===== src/rtl/mem_arbiter.sv =====
// mem_arbiter: shares one single-port memory between the fetch port
// and the load/store port, one outstanding transaction at a time.
module mem_arbiter #(
   parameter int MEM_LAT   = 1,
   parameter int DATA_PRIO = 0,
   parameter int ADDR_W    = 32
) (
   input  logic              clk,
   input  logic              rst,
   input  logic              if_req,
   input  logic [ADDR_W-1:0] if_addr,
   output logic              if_gnt,
   output logic              if_valid,
   output logic [31:0]       if_rdata,
   input  logic              d_req,
   input  logic              d_we,
   input  logic [ADDR_W-1:0] d_addr,
   input  logic [31:0]       d_wdata,
   input  logic [3:0]        d_be,
   output logic              d_gnt,
   output logic              d_valid,
   output logic [31:0]       d_rdata,
   output logic              mem_en,
   output logic              mem_we,
   output logic [ADDR_W-1:0] mem_addr,
   output logic [31:0]       mem_wdata,
   output logic [3:0]        mem_be,
   input  logic [31:0]       mem_rdata
);

   typedef enum logic [1:0] {
      IDLE,
      ISSUE,
      WAIT,
      RESP
   } state_t;

   localparam logic FETCH = 1'b0;
   localparam logic DATA  = 1'b1;

   state_t            state_q, state_d;
   logic [3:0]        cnt_q, cnt_d;
   logic              owner_q, owner_d;
   logic              last_q, last_d;
   logic              st_q, st_d;
   logic [31:0]       rdata_q, rdata_d;
   logic [ADDR_W-1:0] addr_q, addr_d;
   logic [31:0]       wdata_q, wdata_d;
   logic [3:0]        be_q, be_d;
   logic              en_q, en_d;
   logic              we_q, we_d;
   logic              ig_q, ig_d;
   logic              dg_q, dg_d;
   logic              iv_q, iv_d;
   logic              dv_q, dv_d;
   logic              pick;

   // Owner choice when both ports ask; fetch by default.
   always_comb begin
      pick = FETCH;
      unique case (1'b1)
         (d_req && !if_req):
            pick = DATA;
         (d_req && if_req && DATA_PRIO != 0):
            pick = DATA;
         (d_req && if_req && DATA_PRIO == 0):
            pick = ~last_q;
         default:
            pick = FETCH;
      endcase
   end

   // Next state and next values of every registered output.
   always_comb begin
      state_d = state_q;
      cnt_d   = cnt_q;
      owner_d = owner_q;
      last_d  = last_q;
      st_d    = st_q;
      rdata_d = rdata_q;
      addr_d  = addr_q;
      wdata_d = wdata_q;
      be_d    = be_q;
      en_d    = 1'b0;
      we_d    = 1'b0;
      ig_d    = 1'b0;
      dg_d    = 1'b0;
      iv_d    = 1'b0;
      dv_d    = 1'b0;
      unique case (state_q)
         IDLE, RESP: begin
            if (if_req || d_req) begin
               owner_d = pick;
               st_d    = pick & d_we;
               addr_d  = pick ? d_addr : if_addr;
               wdata_d = pick ? d_wdata : '0;
               be_d    = (pick & d_we) ? d_be : 4'hF;
               we_d    = pick & d_we;
               en_d    = 1'b1;
               ig_d    = ~pick;
               dg_d    = pick;
               state_d = ISSUE;
            end else begin
               state_d = IDLE;
            end
         end
         ISSUE: begin
            cnt_d   = 4'(MEM_LAT - 1);
            last_d  = owner_q;
            state_d = WAIT;
         end
         WAIT: begin
            if (cnt_q == 4'd0) begin
               if (!st_q)
                  rdata_d = mem_rdata;
               iv_d    = ~owner_q;
               dv_d    = owner_q;
               state_d = RESP;
            end else begin
               cnt_d = cnt_q - 4'd1;
            end
         end
         default:
            state_d = IDLE;
      endcase
   end

   // State register.
   always_ff @(posedge clk) begin
      if (!rst)
         state_q <= IDLE;
      else
         state_q <= state_d;
   end

   // Transaction latches and output registers.
   always_ff @(posedge clk) begin
      if (!rst) begin
         cnt_q   <= 4'd0;
         owner_q <= FETCH;
         last_q  <= FETCH;
         st_q    <= 1'b0;
         rdata_q <= '0;
         addr_q  <= '0;
         wdata_q <= '0;
         be_q    <= 4'h0;
         en_q    <= 1'b0;
         we_q    <= 1'b0;
         ig_q    <= 1'b0;
         dg_q    <= 1'b0;
         iv_q    <= 1'b0;
         dv_q    <= 1'b0;
      end else begin
         cnt_q   <= cnt_d;
         owner_q <= owner_d;
         last_q  <= last_d;
         st_q    <= st_d;
         rdata_q <= rdata_d;
         addr_q  <= addr_d;
         wdata_q <= wdata_d;
         be_q    <= be_d;
         en_q    <= en_d;
         we_q    <= we_d;
         ig_q    <= ig_d;
         dg_q    <= dg_d;
         iv_q    <= iv_d;
         dv_q    <= dv_d;
      end
   end

   assign if_gnt    = ig_q;
   assign d_gnt     = dg_q;
   assign if_valid  = iv_q;
   assign d_valid   = dv_q;
   assign if_rdata  = rdata_q;
   assign d_rdata   = rdata_q;
   assign mem_en    = en_q;
   assign mem_we    = we_q;
   assign mem_addr  = addr_q;
   assign mem_wdata = wdata_q;
   assign mem_be    = be_q;

endmodule


===== config.mk =====
export PLATFORM = sky130hd
export DESIGN_NAME = mem_arbiter
export DESIGN_NICKNAME = d
export VERILOG_FILES = /design/src/rtl/mem_arbiter.sv
export SDC_FILE = /design/constraint.sdc
export NUM_CORES = 1
export LEC_CHECK = 0
export CAP_MARGIN = 20
export CORE_MARGIN = 5
export CORE_UTILIZATION = 42
export CTS_BUF_LIST = sky130_fd_sc_hd__clkbuf_4
export DETAILED_ROUTE_END_ITERATION = 12
export GPL_TIMING_DRIVEN = 1
export PLACE_DENSITY = 0.89
export SYNTH_ARGS = -nofsm -noshare
export SYNTH_HDL_FRONTEND = slang
export SYNTH_SLANG_ARGS = --single-unit

===== constraint.sdc =====
create_clock -name clk -period 4.23 [get_ports clk]
set_input_delay 0.6345 -clock clk [delete_from_list [all_inputs] [get_ports clk]]
set_output_delay 0.6345 -clock clk [all_outputs]
set_load 0.01 [all_outputs]

==> impl_metrics.ini, run 1 <==
[route]
routed_wl_microns = 14400
drt_iter0_markers = 256
vias = 4440
drt_pre_antenna_iters = 4
postRouteAntennaNets = 0
vias_per_cell = 5.06
detail_route.wl_per_cell_microns = 16.4
route.detailed.drc = 0

[critical_path]
worstPathRequired_ps = 4670
cp_max_fo = 36
cp.arrival_ps = 2790
worstSetupStartpoint = d_req
timing.rr.end = d_rdata[20]
startpoint_type = input pin
r2r_slack_ps = 2060
cp-end-kind = flip-flop
crit_type = input pin to flip-flop
r2r_start = cnt_q[0]
reg2reg_depth = 5

[die]
io_pins = 275
core_area_sq_um = 10800
die_h_microns = 114
die_w_microns = 114
row_count = 38
dieArea_sq_um = 13100
initial_core_util = 0.425

[hold_path]
hold_end = if_valid
hp-class = flip-flop to flip-flop
hp-start = owner_q
whs_path_depth = 1

[final_layout]
finalNonFillerCells = 878
final_nets = 866
multi_input_area_sq_um = 1820
drive_gt1_frac = 0.0610
fillers = 821
area_growth_syn_to_layout_pct = 61.5
n_antenna_cell = 0
area.sequential_sq_um = 2300

[timing]
setup_slack_ps = 1880
finalSetupTns_ps = 0
clock.fmax_ghz = 0.426
finalCritPeriodShare = 0.555
setup_viol = 0
final-max-slew-violation-count = 0
fin_skew_ps = 13.9
fin_crit_ps = 2350
slew_headroom = 0.347
rsz0062_at_grt = no
finalHoldViolCount = 0
tightest_slew_ps = 980

[synth]
synthCells = 496
synth_commonest_cells = 115 x dfxtp_1, 100 x nand2_1, 67 x a21oi_1
synth_simple_gate_area_frac = 0.107
synth.largest_area_cell = dfxtp_1
ys_warn_count = 0
ys_seq_elements = 115
syn_avg_cell_area_sq_um = 9.25
seq_area_frac_synth = 0.502
synthAdderAreaFrac = 0.0109
syn_nets = 637
synth_compound_area_frac = 0.206
synth_mux_area_frac = 0.0720
synth_top_family_by_area = compound AO/OA/AOI/OAI gates
netlist_area_sq_um = 4590
yosysMostFrequentCell = dfxtp_1
yosysUniqueCellTypes = 36
ys.flop_type = dfxtp_1
yosysTopAreaCellShare = 0.502
async_reset_ff_frac = 0
ys_top_cells_by_area = dfxtp_1 50%, nand2_1 8.2%, a21oi_1 7.3%, mux2i_1 7.2%, a22o_1 6.3%
synth_xor_area_frac = 0
synth_edf_count = 0

[clock_tree]
ctsHoldBuffers = 0
cts.clk_slew.worst_paths_ps = 100
clock_path_buffers = 2
post-cts-setup-buffer-count = 0
cts_sinks = 115
cts_tree = done
cts_buffers = 17
insertion_delay_ps = 500
htreeDepth = 4
root_buffer = clkbuf_4
cts.repair.resized = 0

[placement]
pre_cts_slack_ps = 1400
post-place-cells = 846
place_hpwl_microns = 10700
portBuffers = 274
place_congestion = 0.838

[job]
maxCapViolCount = 0

[grt]
grt_pass1_vias = 4508
grt.overflow.total = 0
grt_max_degree = 60
grt_pass1_wl_microns = 22000
antenna_found_initial = 0
grt_use_total = 0.209

[power]
leakagePower_nw = 2.81
vdd_drop_max_mv = 0.361
powerDensity_nw_per_um2 = 549

[outcome]
status = completed
==> critical path, stage by stage <==
cell	delay, ps
clkdlybuf4s50_1	540
a21boi_4	780
and3_1	250
buf_4	330
a22o_1	210
==> final cells by class <==
type / instances / share of cell area
Multi-Input combinational cell: 305 / 0.246
Sequential cell: 115 / 0.311
Tap cell: 140 / 0.0237
Clock inverter: 13 / 0.0223
Timing Repair Buffer: 279 / 0.375
Inverter: 7 / 0.00355
Clock buffer: 19 / 0.0193
==> stage by stage <==
| step | power, W | utilization | hold slack, ps | area (sq um) |
|---|---|---|---|---|
| 4_1_cts | 0.00410 | 0.686 | 481 | 7400 |
| 5_1_grt | 0.00430 | 0.686 | 500 | 7400 |
| 3_5_place_dp | 0.00322 | 0.658 | 458 | 7100 |
| 6_report | 0.00407 | 0.686 | 473 | 7400 |
| 2_1_floorplan | 0.00239 | - | 426 | 4590 |
| 3_3_place_gp | 0.00316 | 0.658 | 456 | 7100 |
==> metal layers <==
metal	part of all wire	global-route usage	vias up
met1	0.38	0.221	2070
met4	0.016	0.0673	0
met5	0	0	-
met2	0.51	0.379	211
li1	-	-	2141
met3	0.099	0.0830	18
==> cells in the final DEF, fill, tap and decap left out, types with 2 or more instances in the layout <==
cell type,instances
o21ai_0,33
nor2_1,6
buf_4,5
inv_1,6
nand2_1,100
o221a_2,5
clkbuf_4,19
nand3_1,2
clkinv_1,5
mux2i_1,33
a22o_1,33
dfxtp_1,115
ha_1,4
a21oi_1,67
clkdlybuf4s50_1,273
bufinv_16,4
clkinv_2,2
o22ai_1,2
==> worst max path at each step <==
| stage | cells after the start | slack, ps | end |
|---|---|---|---|
| 6_report | 5 | 1880 | mem_wdata[24] |
| 5_1_grt | 5 | 1830 | mem_wdata[9] |
| 3_5_place_dp | 5 | 1400 | mem_wdata[24] |
| 4_1_cts | 5 | 1960 | mem_wdata[24] |
| 2_1_floorplan | 5 | 2670 | mem_wdata[10] |
| 3_3_place_gp | 5 | 1480 | mem_wdata[10] |
==> kinds of logic (layout without fill, tap and decap cells) <==
| kind of cell | Yosys count | after routing |
|---|---|---|
| AO/OA/AOI/OAI | 149 | 149 |
| adder cells (fa/ha/maj) | 4 | 4 |
| buffers and inverters | 76 | 318 |
| flip-flops | 115 | 115 |
| multiplexers | 33 | 33 |
| AND/OR/NAND/NOR | 119 | 119 |
==> registers in the layout, summed over array words and instances, names as in the netlist, 2 cells and up <==
signal,flops
state_q,2
mem_wdata,32
mem_addr,32
cnt_q,4
d_rdata,32
mem_be,4
==> report_power, final <==
group          total [W]  leakage (nW)  switching, W  internal [W]
Clock           0.000873         0.164      0.000401      0.000472
Combinational    0.00167          1.70      0.000768      0.000898
Sequential       0.00153         0.944      0.000166       0.00136
Power figures use the tool's default switching activity.
==> inputs of run 2 (changes only) <==
--- a/config.mk
+++ b/config.mk
@@ -7,11 +7,11 @@
 export LEC_CHECK = 0
 export CAP_MARGIN = 20
 export CORE_MARGIN = 5
-export CORE_UTILIZATION = 42
+export CORE_UTILIZATION = 39
 export CTS_BUF_LIST = sky130_fd_sc_hd__clkbuf_4
 export DETAILED_ROUTE_END_ITERATION = 12
 export GPL_TIMING_DRIVEN = 1
-export PLACE_DENSITY = 0.89
+export PLACE_DENSITY = 0.83
 export SYNTH_ARGS = -nofsm -noshare
 export SYNTH_HDL_FRONTEND = slang
 export SYNTH_SLANG_ARGS = --single-unit
==> constraint.sdc (replaced) <==
create_clock -name clk -period 2.4 [get_ports clk]
set_input_delay 0.36 -clock clk [delete_from_list [all_inputs] [get_ports clk]]
set_output_delay 0.36 -clock clk [all_outputs]
set_load 0.01 [all_outputs]
==> run 2 against run 1 <==
Final cell count up 0.80%. Cell area up 0.88%. Critical path depth down 4. Flip-flop and latch count unchanged. Sequential power up 76%. Non-clock buffer count up 5. Clock-buffer cell count unchanged. First-iteration DRC count down 7.4%. Largest cell class unchanged. Largest power group unchanged.
==> impl_metrics.ini, run 2 (same netlist as run 1, synthesis figures left out) <==
[clock_tree]
ctsHoldBuffers = 0
clock_path_buffers = 2
insertion_delay_ps = 510
cts.repair.resized = 0
root_buffer = clkbuf_4
cts_buffers = 17
htreeDepth = 4
cts.clk_slew.worst_paths_ps = 100
cts_sinks = 115
cts_tree = done
post-cts-setup-buffer-count = 0

[timing]
slew_headroom = 0.576
finalCritPeriodShare = 0.754
finalSetupTns_ps = 0
tightest_slew_ps = 636
finalHoldViolCount = 0
rsz0062_at_grt = no
fin_crit_ps = 1810
setup_slack_ps = 591
fin_hold_ws_ps = 323
final-max-slew-violation-count = 0
setup_viol = 0
clock.fmax_ghz = 0.553
fin_skew_ps = 11.0

[grt]
antenna_found_initial = 0
grt.overflow.total = 0
grt_max_degree = 63
grt_pass1_wl_microns = 23400
grt_use_total = 0.204
grt_pass1_vias = 4712

[critical_path]
startpoint_type = flip-flop
crit_family = buffers and inverters
timing.rr.end = d_rdata[20]
critPathMaxStageDelay_ps = 560
crit_slowest_cell = clkdlybuf4s50_1
r2r_start = cnt_q[0]
cp.arrival_ps = 1450
crit_chain = clkdlybuf4s50_1
reg2reg_depth = 6
cp_max_fo = 3
worstPathRequired_ps = 2040
crit_type = flip-flop to output port
path_buf_inv = 1
r2r_slack_ps = 640
cp-end-kind = output port

[outcome]
status = completed

[final_layout]
fillers = 929
area_growth_syn_to_layout_pct = 62.9
final_nets = 871
fin_area_sq_um = 7470
finalNonFillerCells = 885
layout_common_cells = 273 x clkdlybuf4s50_1, 115 x dfxtp_1, 100 x nand2_1, 67 x a21oi_1
final_common_cell = clkdlybuf4s50_1
drive_gt1_frac = 0.0701
n_antenna_cell = 0

[hold_path]
hp-class = input pin to flip-flop
hp-start = rst
hold_end = mem_addr[7]
whs_path_depth = 3

[die]
dieArea_sq_um = 14000
core_area_sq_um = 11500
io_pins = 275
row_count = 39
die_w_microns = 118
die_h_microns = 118
initial_core_util = 0.400

[route]
route.detailed.drc = 0
vias = 4440
routed_wl_microns = 14800
postRouteAntennaNets = 0
detail_route.wl_per_cell_microns = 16.8
vias_per_cell = 5.02
drt_pre_antenna_iters = 4
drt_iter0_markers = 237

[job]
maxCapViolCount = 0

[power]
vdd_drop_max_mv = 0.607
powerDensity_nw_per_um2 = 970
leakagePower_nw = 2.85

[placement]
portBuffers = 274
place_congestion = 0.860
placed_cell_area_sq_um = 7160
post-place-cells = 854
place_hpwl_microns = 11200
pre_cts_slack_ps = 472
-- run 2: how the worst max path moves through the flow --
stage | end | slack (ps) | start | cells past startpoint
6_report | d_rdata[15] | 590 | d_rdata[15] | 1
5_1_grt | if_rdata[30] | 490 | d_rdata[30] | 1
4_1_cts | if_rdata[0] | 520 | d_rdata[0] | 1
3_5_place_dp | mem_wdata[22] | 470 | d_req | 5
3_3_place_gp | mem_wdata[27] | 540 | d_req | 5
2_1_floorplan | mem_addr[22] | 890 | state_q[0] | 7
-- run 2: layout make-up --
cell class | instances | area [sq um] | share of cell area
clock buffers | 19 | 143 | 0.0191
clock inverters | 12 | 164 | 0.0219
inverters | 7 | 26.3 | 0.00352
multi-input cells | 305 | 1820 | 0.243
flip-flops and latches | 115 | 2300 | 0.308
well taps | 143 | 179 | 0.0240
repair buffers | 284 | 2840 | 0.380
-- run 2: metal layers --
| metal | track usage | share of wire |
|---|---|---|
| met5 | 0 | 0 |
| met4 | 0.0801 | 0.026 |
| met3 | 0.0802 | 0.080 |
| met2 | 0.371 | 0.52 |
| met1 | 0.209 | 0.37 |
-- run 2: stage by stage --
step,utilization,power [W]
after floorplan,-,0.00421
after global placement,0.625,0.00565
after detailed placement,0.625,0.00574
after CTS,0.651,0.00733
after global routing,0.651,0.00766
final,0.651,0.00724
-- run 2: where the power goes --
| part | leakage, nW | internal [W] | switching [W] | total [W] |
|---|---|---|---|---|
| clock network | 0.167 | 0.000832 | 0.000716 | 0.00155 |
| registers | 0.944 | 0.00240 | 0.000296 | 0.00270 |
| logic | 1.74 | 0.00163 | 0.00137 | 0.00300 |
| total | 2.85 | 0.00486 | 0.00238 | 0.00724 |
